## src/rtl/pipelined_logic_unit.sv

```systemverilog
// pipelined_logic_unit: pipelined bitwise logic unit with running XOR accumulator and zero/parity flags
// Ports:
//   clk, rst            clock, asynchronous active-high reset
//   in_valid/in_ready   operand handshake; op, A, B sampled on acceptance
//   out_valid/out_ready result handshake; result, zero, parity from the last stage
//   acc                 live accumulator register (not the pipelined copy)
module pipelined_logic_unit #(
    parameter int WIDTH  = 32,
    parameter int STAGES = 2
) (
    input  logic             clk,
    input  logic             rst,
    input  logic             in_valid,
    output logic             in_ready,
    input  logic [2:0]       op,
    input  logic [WIDTH-1:0] A,
    input  logic [WIDTH-1:0] B,
    output logic             out_valid,
    input  logic             out_ready,
    output logic [WIDTH-1:0] result,
    output logic             zero,
    output logic             parity,
    output logic [WIDTH-1:0] acc
);
    logic                          adv;
    logic [WIDTH-1:0]              res;
    logic [STAGES-1:0]             v;
    logic [STAGES-1:0][WIDTH+1:0]  d;
    assign adv       = !out_valid || out_ready;
    assign in_ready  = adv;
    assign out_valid = v[STAGES-1];
    assign {result, zero, parity} = d[STAGES-1];
    // op 6 yields the post-update accumulator, op 7 the pre-clear value
    always_comb
        res = op == 3'd0 ? A & B :
              op == 3'd1 ? A | B :
              op == 3'd2 ? A ^ B :
              op == 3'd3 ? ~(A | B) :
              op == 3'd4 ? ~(A ^ B) :
              op == 3'd5 ? A & ~B :
              op == 3'd6 ? acc ^ A : acc;
    always_ff @(posedge clk or posedge rst)
        if (rst)
            acc <= '0;
        else if (in_valid && adv && op[2:1] == 2'b11)
            acc <= op[0] ? '0 : res;
    // whole pipe moves together on adv; bubbles are carried, not collapsed
    always_ff @(posedge clk or posedge rst)
        if (rst) begin
            v <= '0;
            d <= '0;
        end else if (adv) begin
            v[0] <= in_valid;
            d[0] <= {res, ~|res, ^res};
            for (int k = 1; k < STAGES; k++) begin
                v[k] <= v[k-1];
                d[k] <= d[k-1];
            end
        end
endmodule
```

## config.mk

```make
export PLATFORM = sky130hd
export DESIGN_NAME = pipelined_logic_unit
export DESIGN_NICKNAME = d
export VERILOG_FILES = /design/src/rtl/pipelined_logic_unit.sv
export SDC_FILE = /design/constraint.sdc
export NUM_CORES = 1
export LEC_CHECK = 0
export ABC_AREA = 1
export CAP_MARGIN = 0
export CORE_UTILIZATION = 45
export DETAILED_ROUTE_END_ITERATION = 6
export PLACE_DENSITY = 0.69
export SYNTH_ARGS = -nofsm -noshare
export SYNTH_HDL_FRONTEND = slang
export SYNTH_SLANG_ARGS = --single-unit
export TNS_END_PERCENT = 1
```

## constraint.sdc

```tcl
create_clock -name clk -period 3.7 [get_ports clk]
set_clock_uncertainty 0.05 [all_clocks]
set_input_delay 0.37 -clock clk [delete_from_list [all_inputs] [get_ports clk]]
set_output_delay 0.37 -clock clk [all_outputs]
set_load 0.02 [all_outputs]
```

Word-level counts from Yosys, hierarchy flattened
Cells that the tools add are included.
{ "op_classes": {"n_eq_ne": 7, "mux": 8, "bitwise_logic": 8, "n_reduce_logical": 8} }
{ "op_table": {"columns": ["operator", "n"], "rows": [
  ["two-way mux 32 bit", 8],
  ["NOT 32 bit", 3],
  ["AND 32 bit", 2],
  ["XOR 32 bit", 2],
  ["bitwise OR 32 bit", 1],
  ["OR reduction 32 bit", 1],
  ["XOR reduction 32 bit", 1],
  ["equality test 3 bit (second input constant)", 3],
  ["equality test 3 x 2 -> 1 bit (second input constant)", 2],
  ["equality test 3 x 1 -> 1 bit (second input constant)", 1],
  ["zero test 3 bit", 1],
  ["equality test 2 bit (second input constant)", 1],
  ["logical AND 1 bit", 2],
  ["zero test 1 bit", 2],
  ["logical OR 1 bit", 1]
]} }
{ "totals": {"regBits": 102, "elab_cells": 35} }

Logic depth before layout (Yosys ltp)
Gate-level depths: netlist (run 1).
{ "depth": {"depth_word": 10, "depth_mapped": 25, "ltp_nobuf": 25} }

Worst setup path after synthesis (run 1)
OpenSTA, ideal clock, no wires.
{ "synth_path": {"kind": "input port to flip-flop", "from": "input port op[2]", "to": "register d[0] (netlist name)", "setup_time_ps": 117, "t_arrival_ps": 2097, "required_time_ps": 3533, "slack_ps": 1435, "path_stages": 23, "n_path_buf": 2, "cell_sequence": "buf_2 > nand2_2 > nor2_4 > buf_4 > nand3_1 > nand2_1 > nand2_1 > nand2_1 > nand2_1 > nand2_1 > nand2_1 > nand2_1 > nand3_1 > nand2_1 > inv_2 > nand2_1 > nand3_1 > nand2_1 > nand2_1 > nand2_1 > nand2_1 > nand3_1 > nand2_1"} }
{ "synth_between": {"elab_chain_cells": 9, "word_cells_on_any_way": 15} }
{ "synth_rtl": {"columns": ["element", "line_no", "text"], "rows": [
  ["start: declaration", "15", "input logic [2:0] op,"],
  ["equality test 3 bit", "41", "op == 3'd6 ? acc ^ A : acc;"],
  ["two-way mux 32 bit", "41", null],
  ["two-way mux 32 bit", "40", "op == 3'd5 ? A & ~B :"],
  ["two-way mux 32 bit", "39", "op == 3'd4 ? ~(A ^ B) :"],
  ["two-way mux 32 bit", "38", "op == 3'd3 ? ~(A | B) :"],
  ["two-way mux 32 bit", "37", "op == 3'd2 ? A ^ B :"],
  ["two-way mux 32 bit", "36", "op == 3'd1 ? A | B :"],
  ["two-way mux 32 bit *", "35", "res = op == 3'd0 ? A & B :"],
  ["XOR reduction 32 bit *", "54", "d[0] <= {res, ~|res, ^res};"],
  ["end signal: indexed assignment", "57", "d[k] <= d[k-1];"],
  ["end: declaration", "28", "logic [STAGES-1:0][WIDTH+1:0] d;"]
]} }
Mark *: on every way between the ends. The rest lies on a longest branch, timed or not.
A chain may end at the register's enable or synchronous reset.

Worst setup path in the final report (run 1)
Ends and elaborated chain as after synthesis.

==> results of run 1 <==
through the flow:
step / utilization, % / std cells / area (µm²) / hold WS, ns / power, mW
after floorplan: - / 1393 / 8970 / 0.370 / 3.00
after global placement: 53.9 / 1742 / 10500 / 0.386 / 3.70
after detailed placement: 53.9 / 1742 / 10500 / 0.402 / 3.73
after CTS: 55.4 / 1757 / 10800 / 0.366 / 4.74
after global routing: 55.4 / 1757 / 10800 / 0.395 / 5.08
final: 55.4 / 1757 / 10800 / 0.349 / 4.72
cells by family after synthesis:
group                      count (synthesis)
AOI/OAI and AO/OA                        188
adders and majority gates                 96
buffers and inverters                    270
DFF                                      102
and+or+nand+nor                          737
cells in the mapped netlist:
library cell / n / area share [%]
nand2_1: 562 / 24
inv_1: 160 / 6.7
dfrtp_1: 102 / 28
ha_1: 96 / 13
nand3_1: 83 / 4.6
o21ai_0: 80 / 4.5
nor2_1: 62 / 2.6
a21oi_1: 60 / 3.3
buf_4: 38 / 3.2
o22ai_1: 28 / 2.0
buf_2: 24 / 1.3
clkbuf_1: 21 / 0.88
inv_2: 20 / 0.84
or2_2: 14 / 0.98
o22a_1: 6 / 0.59
a22oi_1: 5 / 0.42
a21oi_2: 4 / 0.39
buf_6: 4 / 0.50
buf_1: 3 / 0.13
nand3_2: 3 / 0.33
nor4_1: 3 / 0.21
a21boi_1: 2 / 0.17
nand2_2: 2 / 0.14
o21ai_1: 2 / 0.11
or2_1: 2 / 0.14
nand4_1: 1 / 0.070
nor2_2: 1 / 0.070
nor2_4: 1 / 0.13
nor3_1: 1 / 0.056
nor3_4: 1 / 0.18
o21ai_2: 1 / 0.098
or2_0: 1 / 0.070
report_power, final:
group	leakage, nW	internal [mW]	total [mW]	switching [mW]
Clock	0.142	0.544	0.996	0.451
Sequential	1.26	1.38	1.58	0.198
Combinational	4.49	0.867	2.14	1.27
Total	5.89	2.80	4.72	1.92
registers in the layout, summed over array words and instances, names as in the netlist:
register	count
parity	1
zero	1
result	32
v	2
d	34
acc	32
final timing paths:
kind                             endpoint  slack, ns  cells after the start
min in group clk                     v[1]       0.42                      2
worst max register to register       d[0]       1.39                     21
worst min-delay path              acc[23]       0.35                      2
max in group asynchronous       result[5]       2.48                      3
worst max-delay path                 d[0]       0.63                     20
worst min register to register       v[1]       0.42                      2
critical path, delay by kind of cell:
kind / cells / cell delay, ns
buf+inv: 4 / 1.37
simple gates: 13 / 1.02
compound gates: 3 / 0.53
final cells by class:
cell class                      instances  area, µm²
Clock buffer                           11        243
Clock inverter                          4       55.1
Fill cell                            1976       8710
Inverter                              180        678
Multi-Input combinational cell       1021       5220
Sequential cell                       102       2550
Tap cell                              265        332
Timing Repair Buffer                  174       1740
layer usage:
metal | GRT usage, % | up-vias | wire (µm)
met1 | 39.8 | 4119 | 12500
li1 | - | 4500 | -
met3 | 4.23 | 34 | 2110
met4 | 8.68 | 0 | 466
met5 | 0 | - | 0
met2 | 41.3 | 359 | 11700
==> flow_metrics.tcl, run 1 <==
set metrics [dict create \
    outcome "complete, no violations" \
    synth-simple-area-share_pct 33.1 \
    startpoint "op[2]" \
    syn-num-nets 1560 \
    grt_first_pass_wirelength_um 43100 \
    die_x_um 143 \
    dieArea_um2 20500 \
    overflow 0 \
    clock_path_buffers 2 \
    coreArea_um2 19500 \
    tightest_slew_ns 0.861 \
    antenna_cells 0 \
    powerDensity_nw_per_um2 436 \
    cts-buffers-inserted 9 \
    htree_levels 3 \
    setup_viol 0 \
    clk_latency_ns 0.36 \
    synth_compound_area_share_pct 11.5 \
    dr.pass1.iters 5 \
    antenna_found_initial 0 \
    r2r-start "acc[16]" \
    fmax_mhz 325 \
    synth.avg_cell_area_um2 6.44 \
    path_max_fanout 20 \
    initial_core_util_pct 46.0 \
    wl_per_cell_um 15.3 \
    routed_wl_um 26800 \
    portBuffers 138 \
    grt_pass1_vias 8272 \
    gp_congestion 0.920 \
    worstPathRequired_ns 3.91 \
    hp-class "primary input to asynchronous set/reset pin" \
    slew_headroom_pct 42.6 \
    vdd_ir_drop_max_uv 243 \
    slew_viol_final 0 \
    post_cts_buffers 0 \
    ioPinCount 139 \
    cpMaxStageDelayCell "clkdlybuf4s50_1" \
    mostFrequentLayoutCells "nand2_1, inv_1, clkdlybuf4s50_1" \
    ys_ff_latch 102 \
    rsz0062_at_grt "false" \
    finalHoldViolations 0 \
    routed_via_density 5.13 \
    hold_buffers 0 \
    p_leak_nw 5.89 \
    root_buffer "clkbuf_16" \
    yosysWarnings 0 \
    die_h_um 143 \
    max_stage_delay_ns 0.59 \
    fin_setup_tns_ns 0 \
    grt_max_degree 94 \
    dp_hpwl_um 19200 \
    synthMuxAreaShare_pct 0 \
    synth_top_family_by_area "simple AND/OR/NAND/NOR gates" \
    critPathKind "primary input to flip-flop" \
    synth_xor_area_share_pct 0 \
    clock_sinks 102 \
    ant_nets 0 \
    synth_cells 1393 \
    cts_resized 0 \
    ys_types 32 \
    drcViolationCount 0 \
    crit_arrival_ns 3.28 \
    worst_setup_path_start_kind "primary input" \
    final_common_cell "nand2_1" \
    fin_nets 1655 \
    path_cells "clkdlybuf4s50_1, buf_4, nor3_4, inv_2, buf_4, o21ai_0, a21oi_1, nand2_1, a21boi_1, nand2_1, nand2_1, nand3_1, nand2_1, nand2_1, nand2_1, nand3_1, nand2_1, nand2_1, nand3_1, nand2_1" \
    clk_pin_slew_worst_paths_ns 0.08 \
    min_period_over_period_pct 83.0 \
    maxCapViolCount 0 \
    setup_ws_ns 0.627 \
    grt_usage_pct 27.4 \
    cts_tree "yes" \
    endpoint_kind "flip-flop" \
    drive_gt1_share_pct 6.70 \
    layout_min_cycle_time_ns 3.07 \
    dp_slack_ns 0.277 \
    cpMostUsedCell "nand2_1" \
    yosys.area_share.adder_pct 13.4 \
    synth.yosys.seq_area_share_pct 28.4 \
    row_count 51 \
    vias 9012 \
    initialDrtViolationCount 687 \
    syn_to_final_growth_pct 20.6 \
    synthesis.area_um2 8970 \
]
Note: power is estimated with default switching activity, not from simulation.
==> run 2, diff against run 1 <==
--- a/config.mk
+++ b/config.mk
@@ -9,7 +9,7 @@
 export CAP_MARGIN = 0
 export CORE_UTILIZATION = 45
 export DETAILED_ROUTE_END_ITERATION = 6
-export PLACE_DENSITY = 0.69
+export PLACE_DENSITY = 0.71
 export SYNTH_ARGS = -nofsm -noshare
 export SYNTH_HDL_FRONTEND = slang
 export SYNTH_SLANG_ARGS = --single-unit
==> constraint.sdc (replaced) <==
create_clock -name clk -period 2.7 [get_ports clk]
set_clock_uncertainty 0.05 [all_clocks]
set_input_delay 0.27 -clock clk [delete_from_list [all_inputs] [get_ports clk]]
set_output_delay 0.27 -clock clk [all_outputs]
set_load 0.02 [all_outputs]
==> flow_metrics.tcl, run 2 (synthesized netlist as in run 1, its figures left out) <==
set metrics [dict create \
    overflow 0 \
    finalHoldViolations 0 \
    final_common_cell "nand2_1" \
    portBuffers 138 \
    routed_wl_um 27300 \
    worstPathRequired_ns 2.89 \
    min_period_over_period_pct 89.2 \
    htree_levels 3 \
    layout_min_cycle_time_ns 2.41 \
    regMostFlops "d" \
    maxCapViolCount 0 \
    post_cts_buffers 0 \
    initialDrtViolationCount 602 \
    coreArea_um2 19500 \
    cts-buffers-inserted 9 \
    hp-class "primary input to asynchronous set/reset pin" \
    fin_nets 1755 \
    hold_buffers 0 \
    die_x_um 143 \
    antenna_cells 0 \
    gp_congestion 0.910 \
    p_leak_nw 6.41 \
    powerDensity_nw_per_um2 567 \
    slew_viol_final 0 \
    slew_headroom_pct 61.9 \
    swShare_pct 40.7 \
    die_h_um 143 \
    root_buffer "clkbuf_16" \
    mostFrequentLayoutCells "nand2_1, inv_1, clkdlybuf4s50_1" \
    syn_to_final_growth_pct 29.8 \
    p_clk_share_pct 19.3 \
    clock_path_buffers 2 \
    vias 9286 \
    clk_pin_slew_worst_paths_ns 0.08 \
    grt_pass1_vias 8738 \
    dp_hpwl_um 20700 \
    outcome "complete, no violations" \
    grt_usage_pct 27.6 \
    antenna_found_initial 0 \
    cts_resized 0 \
    tightest_slew_ns 0.570 \
    dr.pass1.iters 5 \
    clock_sinks 102 \
    worst_setup_path_start_kind "primary input" \
    ioPinCount 139 \
    startpoint "A[23]" \
    drive_gt1_share_pct 12.7 \
    clk_latency_ns 0.36 \
    cts_tree "yes" \
    power.internal_mw 3.91 \
    crit_arrival_ns 2.60 \
    timing.rr.end "d[0]" \
    rsz0062_at_grt "false" \
    setup_viol 0 \
    row_count 51 \
    p_sw_mw 2.69 \
    path_max_fanout 3 \
    ant_nets 0 \
    fin_setup_tns_ns 0 \
    endpoint_kind "flip-flop" \
    vdd_ir_drop_max_uv 329 \
    routed_via_density 5.00 \
    r2r-start "acc[25]" \
    r2r_cells 22 \
    initial_core_util_pct 46.0 \
    dieArea_um2 20500 \
    setup_ws_ns 0.292 \
    grt_max_degree 45 \
    regToRegSetupSlack_ns 0.51 \
    largest_reg_flops 34 \
    fmax_mhz 415 \
    drcViolationCount 0 \
    combPwrFrac_pct 48.1 \
    dp_slack_ns -0.266 \
    critPathKind "primary input to flip-flop" \
    p_seq_share_pct 32.6 \
    grt_first_pass_wirelength_um 44200 \
    wl_per_cell_um 14.7 \
]
-- run 2: worst max-delay path by stage --
stage / endpoint / slack, ns / depth (start not counted)
after floorplan: d[0] / 0.54 / 23
after global placement: d[0] / -0.24 / 24
after detailed placement: d[0] / -0.27 / 24
after CTS: d[0] / 0.1 / 24
after global routing: d[0] / 0.04 / 22
final: d[0] / 0.29 / 22
-- run 2: worst max-delay path: stages --
cell,delay [ns]
clkdlybuf4s50_1,0.48
inv_1,0.06
ha_1,0.30
or2_2,0.29
nand2_1,0.07
nand2_1,0.04
nand2_1,0.05
nand2_1,0.04
nand2_1,0.10
nand2_1,0.08
nand2_1,0.08
nand2_1,0.10
inv_2,0.07
nand2_1,0.04
nand2_1,0.07
nand2_1,0.05
nand2_1,0.09
nand3_1,0.08
nand2_1,0.06
nand2_1,0.04
nand3_1,0.07
nand2_1,0.06
-- run 2: power by group through the flow --
stage / logic [mW] / registers [mW] / clock network [mW]
floorplan: 1.84 / 2.26 / 0
finish: 3.17 / 2.15 / 1.27
detailed placement: 3.14 / 2.18 / 0
global route: 3.53 / 2.20 / 1.34
global placement: 3.09 / 2.17 / 0
CTS: 3.16 / 2.15 / 1.28
-- run 2: through the flow --
step	utilization (%)	instance area, µm²	std cells	power, mW	hold slack, ns
2_1_floorplan	-	8980	1393	4.11	0.370
3_3_place_gp	58.2	11400	1842	5.26	0.384
3_5_place_dp	58.2	11400	1842	5.32	0.396
4_1_cts	59.5	11600	1858	6.59	0.292
5_1_grt	59.7	11600	1858	7.08	0.314
6_report	59.7	11600	1858	6.60	0.266
-- run 2: per-layer routing --
layer,wire length (µm),GRT usage [%],vias up
li1,-,-,4698
met1,12800,38.8,4192
met2,12000,44.6,353
met3,2020,3.79,43
met4,481,6.22,0
met5,0,0,-
-- run 2: layout make-up --
class / instances / area [µm²]
clock buffers: 12 / 236
fillers: 1880 / 7880
flip-flops and latches: 102 / 2550
clock inverters: 4 / 32.5
well taps: 265 / 332
inverters: 180 / 679
multi-input cells: 1021 / 5230
repair buffers: 274 / 2590
==> run 3, diff against run 2 <==
--- a/config.mk
+++ b/config.mk
@@ -9,7 +9,7 @@
 export CAP_MARGIN = 0
 export CORE_UTILIZATION = 45
 export DETAILED_ROUTE_END_ITERATION = 6
-export PLACE_DENSITY = 0.71
+export PLACE_DENSITY = 0.74
 export SYNTH_ARGS = -nofsm -noshare
 export SYNTH_HDL_FRONTEND = slang
 export SYNTH_SLANG_ARGS = --single-unit
==> flow_metrics.tcl, run 3 (synthesized netlist as in run 1, its figures left out) <==
set metrics [dict create \
    maxCapViolCount 0 \
    power_mw 6.66 \
    drcViolationCount 0 \
    grt_usage_pct 27.2 \
    syn_to_final_growth_pct 29.3 \
    startpoint "A[23]" \
    dr.pass1.iters 5 \
    fmax_mhz 412 \
    mostFrequentLayoutCells "nand2_1, inv_1, clkdlybuf4s50_1" \
    tightest_slew_ns 0.712 \
    gp_congestion 0.919 \
    initialDrtViolationCount 646 \
    antenna_found_initial 0 \
    clock_path_buffers 2 \
    htree_levels 3 \
    vias 9334 \
    clk_latency_ns 0.36 \
    worstPathRequired_ns 2.91 \
    r2r-start "acc[7]" \
    outcome "complete, no violations" \
    finalHoldViolations 0 \
    initial_core_util_pct 46.0 \
    critPathKind "primary input to flip-flop" \
    clock_sinks 102 \
    regToRegSetupSlack_ns 0.51 \
    ioPinCount 139 \
    die_x_um 143 \
    grt_first_pass_wirelength_um 42900 \
    met3WireLength_um 2370 \
    p_leak_nw 6.39 \
    placed_area_um2 11300 \
    routed_via_density 5.04 \
    grt_max_degree 103 \
    slew_viol_final 0 \
    wl_met1_um 12500 \
    routed_wl_um 27100 \
    die_h_um 143 \
    slew_headroom_pct 52.5 \
    endpoint "d[0]" \
    cpMostUsedCell "nand2_1" \
    clk_pin_slew_worst_paths_ns 0.08 \
    coreArea_um2 19500 \
    crit_arrival_ns 2.64 \
    wl_met2_um 11600 \
    root_buffer "clkbuf_16" \
    fin_nets 1748 \
    max_stage_delay_ns 0.48 \
    endpoint_kind "flip-flop" \
    vdd_ir_drop_max_uv 340 \
    final_cell_area_um2 11600 \
    regMostFlops "d" \
    hold_buffers 0 \
    largest_reg_flops 34 \
    worst_setup_path_start_kind "primary input" \
    path_cells "clkdlybuf4s50_1, inv_1, ha_1, or2_2, nand2_1, nand2_1, nand2_1, nand2_1, nand2_1, nand2_1, nand2_1, nand2_1, inv_2, nand2_1, nand2_1, nand2_1, nand2_1, nand3_1, nand2_1, nand2_1, nand3_1, nand2_1" \
    cts_tree "yes" \
    dieArea_um2 20500 \
    rsz0062_at_grt "false" \
    path_max_fanout 3 \
    overflow 0 \
    hp-class "primary input to asynchronous set/reset pin" \
    wl_per_cell_um 14.6 \
    final_common_cell "nand2_1" \
    antenna_cells 0 \
    grt_pass1_vias 8505 \
    powerDensity_nw_per_um2 574 \
    setup_viol 0 \
    final_core_util_pct 59.4 \
    dp_hpwl_um 19900 \
    layout_min_cycle_time_ns 2.43 \
    cpMaxStageDelayCell "clkdlybuf4s50_1" \
    ant_nets 0 \
    timing.rr.end "d[0]" \
    min_period_over_period_pct 89.9 \
    top_layer_used "met4" \
    r2r_cells 22 \
    cts-buffers-inserted 9 \
    drive_gt1_share_pct 12.3 \
    row_count 51 \
    portBuffers 138 \
]
## run 3: changes by cell type in the layout (fill, tap and decap cells not counted), sizes merged
| cell | delta |
|---|---|
| clkinv | +2 |
| inv | +1 |
| buf | -7 |
| clkinvlp | -1 |
| clkbuf | -2 |
## run 3: critical path, delay by kind of cell
family,cells,cell delay (ns)
fa+ha+maj,1,0.30
simple gates,18,1.45
buf+inv,3,0.62
## run 3: how the worst min path moves through the flow
stage / from / endpoint / slack (ns) / depth (start not counted)
4_1_cts: v[0] / v[1] / 0.40 / 2
2_1_floorplan: v[0] / v[1] / 0.37 / 2
3_3_place_gp: v[0] / v[1] / 0.38 / 2
3_5_place_dp: v[0] / v[1] / 0.39 / 2
6_report: rst / result[22] / 0.39 / 3
5_1_grt: v[0] / v[1] / 0.43 / 2
## run 3: layout make-up
type / instances / area (µm²)
Fill cell: 1853 / 7920
Multi-Input combinational cell: 1021 / 5220
Sequential cell: 102 / 2550
Timing Repair Buffer: 267 / 2550
Inverter: 180 / 679
Tap cell: 265 / 332
Clock buffer: 10 / 229
Clock inverter: 6 / 43.8
## run 3: layer usage
metal / global-route usage [%] / up-vias
met1: 38.8 / 4174
met3: 4.56 / 51
met2: 40.6 / 416
li1: - / 4693
met4: 10.7 / 0
met5: 0 / -
## run 3: through the flow
step           TNS [ns]  setup WS (ns)  hold slack, ns  std cells
2_1_floorplan         0          0.535           0.370       1393
3_3_place_gp     -0.393         -0.284           0.380       1835
3_5_place_dp     -0.492         -0.353           0.387       1835
4_1_cts               0         0.0207           0.404       1851
5_1_grt               0        0.00516           0.432       1851
6_report              0          0.272           0.389       1851
## run 3: where the power goes
| group | switching, mW | internal, mW | total, mW |
|---|---|---|---|
| Combinational | 1.81 | 1.39 | 3.20 |
| Sequential | 0.263 | 1.90 | 2.16 |
| Clock | 0.665 | 0.634 | 1.30 |
## run 3: what timing repair did
item | CTS | global route
gates resized for setup | 0 | 5
setup endpoints to repair | 0 | 2
setup buffers | 0 | 0
